### config.mk
export PLATFORM = sky130hd
export DESIGN_NAME = demux8_1to3_reg
export DESIGN_NICKNAME = d
export VERILOG_FILES = /design/src/rtl/demux8_1to3_reg_pkg.sv /design/src/rtl/reg8_en.sv /design/src/rtl/demux8_1to3_reg.sv
export SDC_FILE = /design/constraint.sdc
export NUM_CORES = 1
export LEC_CHECK = 0
export CORE_MARGIN = 5
export CORE_UTILIZATION = 27
export DETAILED_ROUTE_END_ITERATION = 16
export PLACE_DENSITY = 0.58
export SETUP_SLACK_MARGIN = 0.5
export SYNTH_ARGS = -nofsm -noshare
export SYNTH_HDL_FRONTEND = slang
export SYNTH_HIERARCHICAL = 1
export SYNTH_SLANG_ARGS = --single-unit
### constraint.sdc
create_clock -name CLK -period 3.3 [get_ports CLK]
set_input_delay 0.33 -clock CLK [delete_from_list [all_inputs] [get_ports CLK]]
set_output_delay 0.33 -clock CLK [all_outputs]
set_load 0.05 [all_outputs]
### src/rtl/demux8_1to3_reg_pkg.sv
//------------------------------------------------------------------------------
// Module  : demux8_1to3_reg_pkg
// Brief   : Shared select codes, FSM encodings and helpers for demux8_1to3_reg.
// Revision: 1.0 - initial release
//------------------------------------------------------------------------------
`default_nettype none

package demux8_1to3_reg_pkg;

    localparam logic [1:0] SEL_NONE = 2'b00;
    localparam logic [1:0] SEL_Q1   = 2'b01;
    localparam logic [1:0] SEL_Q2   = 2'b10;
    localparam logic [1:0] SEL_Q3   = 2'b11;

    localparam logic [0:0] ST_IDLE   = 1'b0;
    localparam logic [0:0] ST_COMMIT = 1'b1;

    localparam int unsigned NUM_DEST = 3;

    function automatic logic [2:0] sel_onehot(input logic [1:0] sel);
        logic [2:0] oh;
        oh = 3'b000;
        case (sel)
            SEL_Q1:  oh = 3'b001;
            SEL_Q2:  oh = 3'b010;
            SEL_Q3:  oh = 3'b100;
            default: oh = 3'b000;
        endcase
        return oh;
    endfunction

endpackage

`default_nettype wire

### src/rtl/reg8_en.sv
//------------------------------------------------------------------------------
// Module  : reg8_en
// Brief   : WIDTH-bit register with synchronous active-high reset and load enable.
// Revision: 1.0 - initial release
//------------------------------------------------------------------------------
`default_nettype none

module reg8_en #(
    parameter int WIDTH = 8
) (
    input  logic             clk,
    input  logic             rst,
    input  logic             i_en,
    input  logic [WIDTH-1:0] i_d,
    output logic [WIDTH-1:0] o_q
);

    logic [WIDTH-1:0] r_q;

    always_ff @(posedge clk) begin
        if (rst) begin
            r_q <= '0;
        end else if (i_en) begin
            r_q <= i_d;
        end
    end

    assign o_q = r_q;

endmodule

`default_nettype wire

### src/rtl/demux8_1to3_reg.sv
//------------------------------------------------------------------------------
// Module  : demux8_1to3_reg
// Brief   : Handshaked 1-to-3 register demux; optional write counter enabled
//           by defining DEMUX8_1TO3_REG_WRCNT_EN.
// Revision: 1.0 - initial release
//------------------------------------------------------------------------------
`default_nettype none

module demux8_1to3_reg
    import demux8_1to3_reg_pkg::*;
#(
    parameter int WIDTH = 8
) (
    input  logic             CLK,
    input  logic             RST,
    input  logic [WIDTH-1:0] D,
    input  logic [1:0]       S,
    input  logic             VALID,
    output logic             READY,
    output logic [WIDTH-1:0] Q1,
    output logic [WIDTH-1:0] Q2,
    output logic [WIDTH-1:0] Q3,
    output logic [2:0]       WE,
`ifdef DEMUX8_1TO3_REG_WRCNT_EN
    output logic [7:0]       WR_CNT,
`endif
    output logic             DONE
);

    logic [0:0]       r_state;
    logic [0:0]       w_next_state;
    logic [WIDTH-1:0] r_data;
    logic [1:0]       r_sel;
    logic             w_accept;
    logic             w_commit;
    logic [WIDTH-1:0] w_q [NUM_DEST];

    assign w_accept = (r_state == ST_IDLE) && VALID && (S != SEL_NONE);

    always_ff @(posedge CLK) begin
        if (RST) begin
            r_state <= ST_IDLE;
        end else begin
            r_state <= w_next_state;
        end
    end

    always_comb begin
        w_next_state = r_state;
        case (r_state)
            ST_IDLE:   if (w_accept) w_next_state = ST_COMMIT;
            ST_COMMIT: w_next_state = ST_IDLE;
            default:   w_next_state = ST_IDLE;
        endcase
    end

    // Commit strobes are masked by reset so an aborted write leaves no trace.
    always_comb begin
        READY    = (r_state == ST_IDLE);
        w_commit = (r_state == ST_COMMIT) && !RST;
        WE       = w_commit ? sel_onehot(r_sel) : 3'b000;
        DONE     = w_commit;
    end

    always_ff @(posedge CLK) begin
        if (RST) begin
            r_data <= '0;
            r_sel  <= SEL_NONE;
        end else if (w_accept) begin
            r_data <= D;
            r_sel  <= S;
        end
    end

    generate
        for (genvar gi = 0; gi < NUM_DEST; gi++) begin : g_dest
            reg8_en #(
                .WIDTH (WIDTH)
            ) u_reg (
                .clk  (CLK),
                .rst  (RST),
                .i_en (WE[gi]),
                .i_d  (r_data),
                .o_q  (w_q[gi])
            );
        end
    endgenerate

    assign Q1 = w_q[0];
    assign Q2 = w_q[1];
    assign Q3 = w_q[2];

`ifdef DEMUX8_1TO3_REG_WRCNT_EN
    logic [7:0] r_wr_cnt;

    always_ff @(posedge CLK) begin
        if (RST) begin
            r_wr_cnt <= 8'd0;
        end else if (w_commit && (r_wr_cnt != 8'hFF)) begin
            r_wr_cnt <= r_wr_cnt + 8'd1;
        end
    end

    assign WR_CNT = r_wr_cnt;
`endif

endmodule

`default_nettype wire

==> flow_metrics.tcl <==
set metrics [dict create \
    status "finished, final reports clean" \
    slew_violations 0 \
    first_global_vias 994 \
    rows 25 \
    route.detailed.wl_per_inst_um 13.95 \
    tns_ns 0 \
    min_path_type "register to register" \
    syn_area_um2 1360 \
    first_pass_iters 5 \
    cts_htree_levels 2 \
    vias_per_cell 4.251 \
    cts_setup_buffers 0 \
    critPathKind "primary input to output pin" \
    synth_cell_types 17 \
    vdd_ir_drop_max_v 0.0001415 \
    met1_usage_pct 14.32 \
    ys_seq_area_share_pct 51.52 \
    met3_usage_pct 4.102 \
    post-route-period-util_pct 64.63 \
    critPathArrivalTime_ns 1.80 \
    clock_path_buffers 2 \
    clk_pin_slew_ns 0.07 \
    pwr_density_cell_nw_per_um2 432.5 \
    layout_common_cells "38 x clkdlybuf4s50_1, 35 x dfxtp_1, 32 x mux2i_1, 25 x nor2_1, 16 x nand2b_1" \
    synth_top_area_cell "dfxtp_1" \
    cts_resized 0 \
    dp_hpwl_mm 2.443 \
    start_kind "primary input" \
    die_w_um 80.98 \
    ant_nets 0 \
    die_y_um 80.98 \
    syn-num-nets 143 \
    clkLatencyLatePin_ns 0.28 \
    boundaryPins 42 \
    fillers 482 \
    antenna_found_initial 0 \
    period_minus_slack_ns 2.133 \
    nets 184 \
    core-area_um2 4817 \
    wl_mm 3.333 \
    area.growth.synth_to_final_pct 42.23 \
    final-setup-viol-count 0 \
    syn_inst 130 \
    ys_ff_latch 35 \
    gp_congestion 0.7849 \
    cts_tree "built" \
    die-area_um2 6557 \
    hold_viol 0 \
    ys_warn_count 6 \
    cts.sinks 35 \
    port_buffers 41 \
    cts_buffers 5 \
    timing.rr.start "r_state" \
    overflow 0 \
    cp.required_ns 2.97 \
    drive_above_1_share_pct 8.140 \
    grt-busiest-layer "met2" \
    clk_root_buffer_cell "clkbuf_8" \
    cp_max_fo 4 \
    antenna_cells 0 \
    synth.area.top_cells "dfxtp_1 52%, mux2i_1 24%, nand2b_1 7.4%" \
    whs_ns 0.4968 \
    timing.fmax_mhz 468.8 \
    grt_pass1_wl_mm 5.195 \
    met2_usage_pct 15.68 \
    worst_slew_pin_slew_ns 0.6169 \
    slew_headroom_pct 58.87 \
    r2r_slack_ns 1.67 \
    endpoint_kind "output pin" \
    num_vias 1016 \
    hp-start "r_sel[1]" \
    finClkSkew_ns 0.007448 \
    postCtsHoldBufs 0 \
    drc 0 \
    setup.worst_path.start "RST" \
    drt_iter0_drc 44 \
    mostFrequentLayoutCell "clkdlybuf4s50_1" \
    avgSynthCellArea_um2 10.46 \
    leakage_nw 0.6823 \
    maxCapViolCount 0 \
    netlist.area_leader.share_pct 51.52 \
    track_usage_pct 10.69 \
    grt_max_degree 44 \
    initial_core_util_pct 28.23 \
    grt_setup_unrepaired "no" \
]
[cells in the mapped netlist]
cell type  number
clkbuf_1        1
o211a_1         1
nor2b_2         1
mux2i_1        32
nand3b_1        2
dfxtp_1        35
nand2b_1       16
nor2_1         25
nand2_1         3
and3b_1         1
buf_6           4
buf_2           1
buf_1           3
and3_1          1
nor2b_1         1
inv_2           1
a21oi_1         2
[final cells by class]
cell class | count | area, um^2 | share of cell area (%)
clock buffers | 8 | 100.1 | 5.175
flip-flops and latches | 35 | 700.7 | 36.22
multi-input cells | 85 | 590.6 | 30.53
inverters | 1 | 3.754 | 0.1940
well taps | 67 | 83.83 | 4.334
repair buffers | 43 | 455.4 | 23.54
[through the flow]
stage          instance area (um^2)  cells  setup WS, ns  util (%)  total power [mW]
2_1_floorplan                  1360    130        0.9223         -            0.4849
3_3_place_gp                   1834    231         1.157     38.08            0.5118
3_5_place_dp                   1834    231         1.147     38.08            0.5136
4_1_cts                        1934    239         1.147     40.16            0.8480
5_1_grt                        1934    239         1.117     40.16            0.8719
6_report                       1934    239         1.167     40.16            0.8366
[where the power goes]
group / total [mW] / internal, mW / switching [mW]
Combinational: 0.0592 / 0.0313 / 0.0279
Clock: 0.333 / 0.190 / 0.143
Sequential: 0.444 / 0.432 / 0.0125
[registers in the layout (all words and copies together), names as in the netlist]
name	flops
r_sel	2
r_data	8
r_state	1
g_dest.u_reg/o_q	24
[kinds of logic after synthesis]
group | share of synthesized area, %
buffers and inverters | 5.059
flip-flops | 51.52
AND/OR/NAND/NOR | 18.40
multiplexers | 23.55
AO/OA/AOI/OAI | 1.472
[worst max-delay path, stage by stage]
cell and delay, ns:
clkdlybuf4s50_1 0.46, nor2b_2 0.18, clkdlybuf4s50_1 0.83
[path summary, 6_finish.rpt]
path                            cells after the start                endpoint
worst max-delay path                                3                    DONE
worst max register to register                      4  g_dest[2].u_reg/o_q[3]
worst min-delay path                                2                r_sel[1]
worst min register to register                      2                r_sel[1]
[routing by layer]
metal	vias to the layer above	wire length (um)	share of wire (%)
li1	508	-	-
met5	-	0	0
met4	0	40	1.2
met2	30	1470	44
met3	6	209	6.3
met1	472	1613	48
No activity file was read; power rests on OpenSTA's default activity.
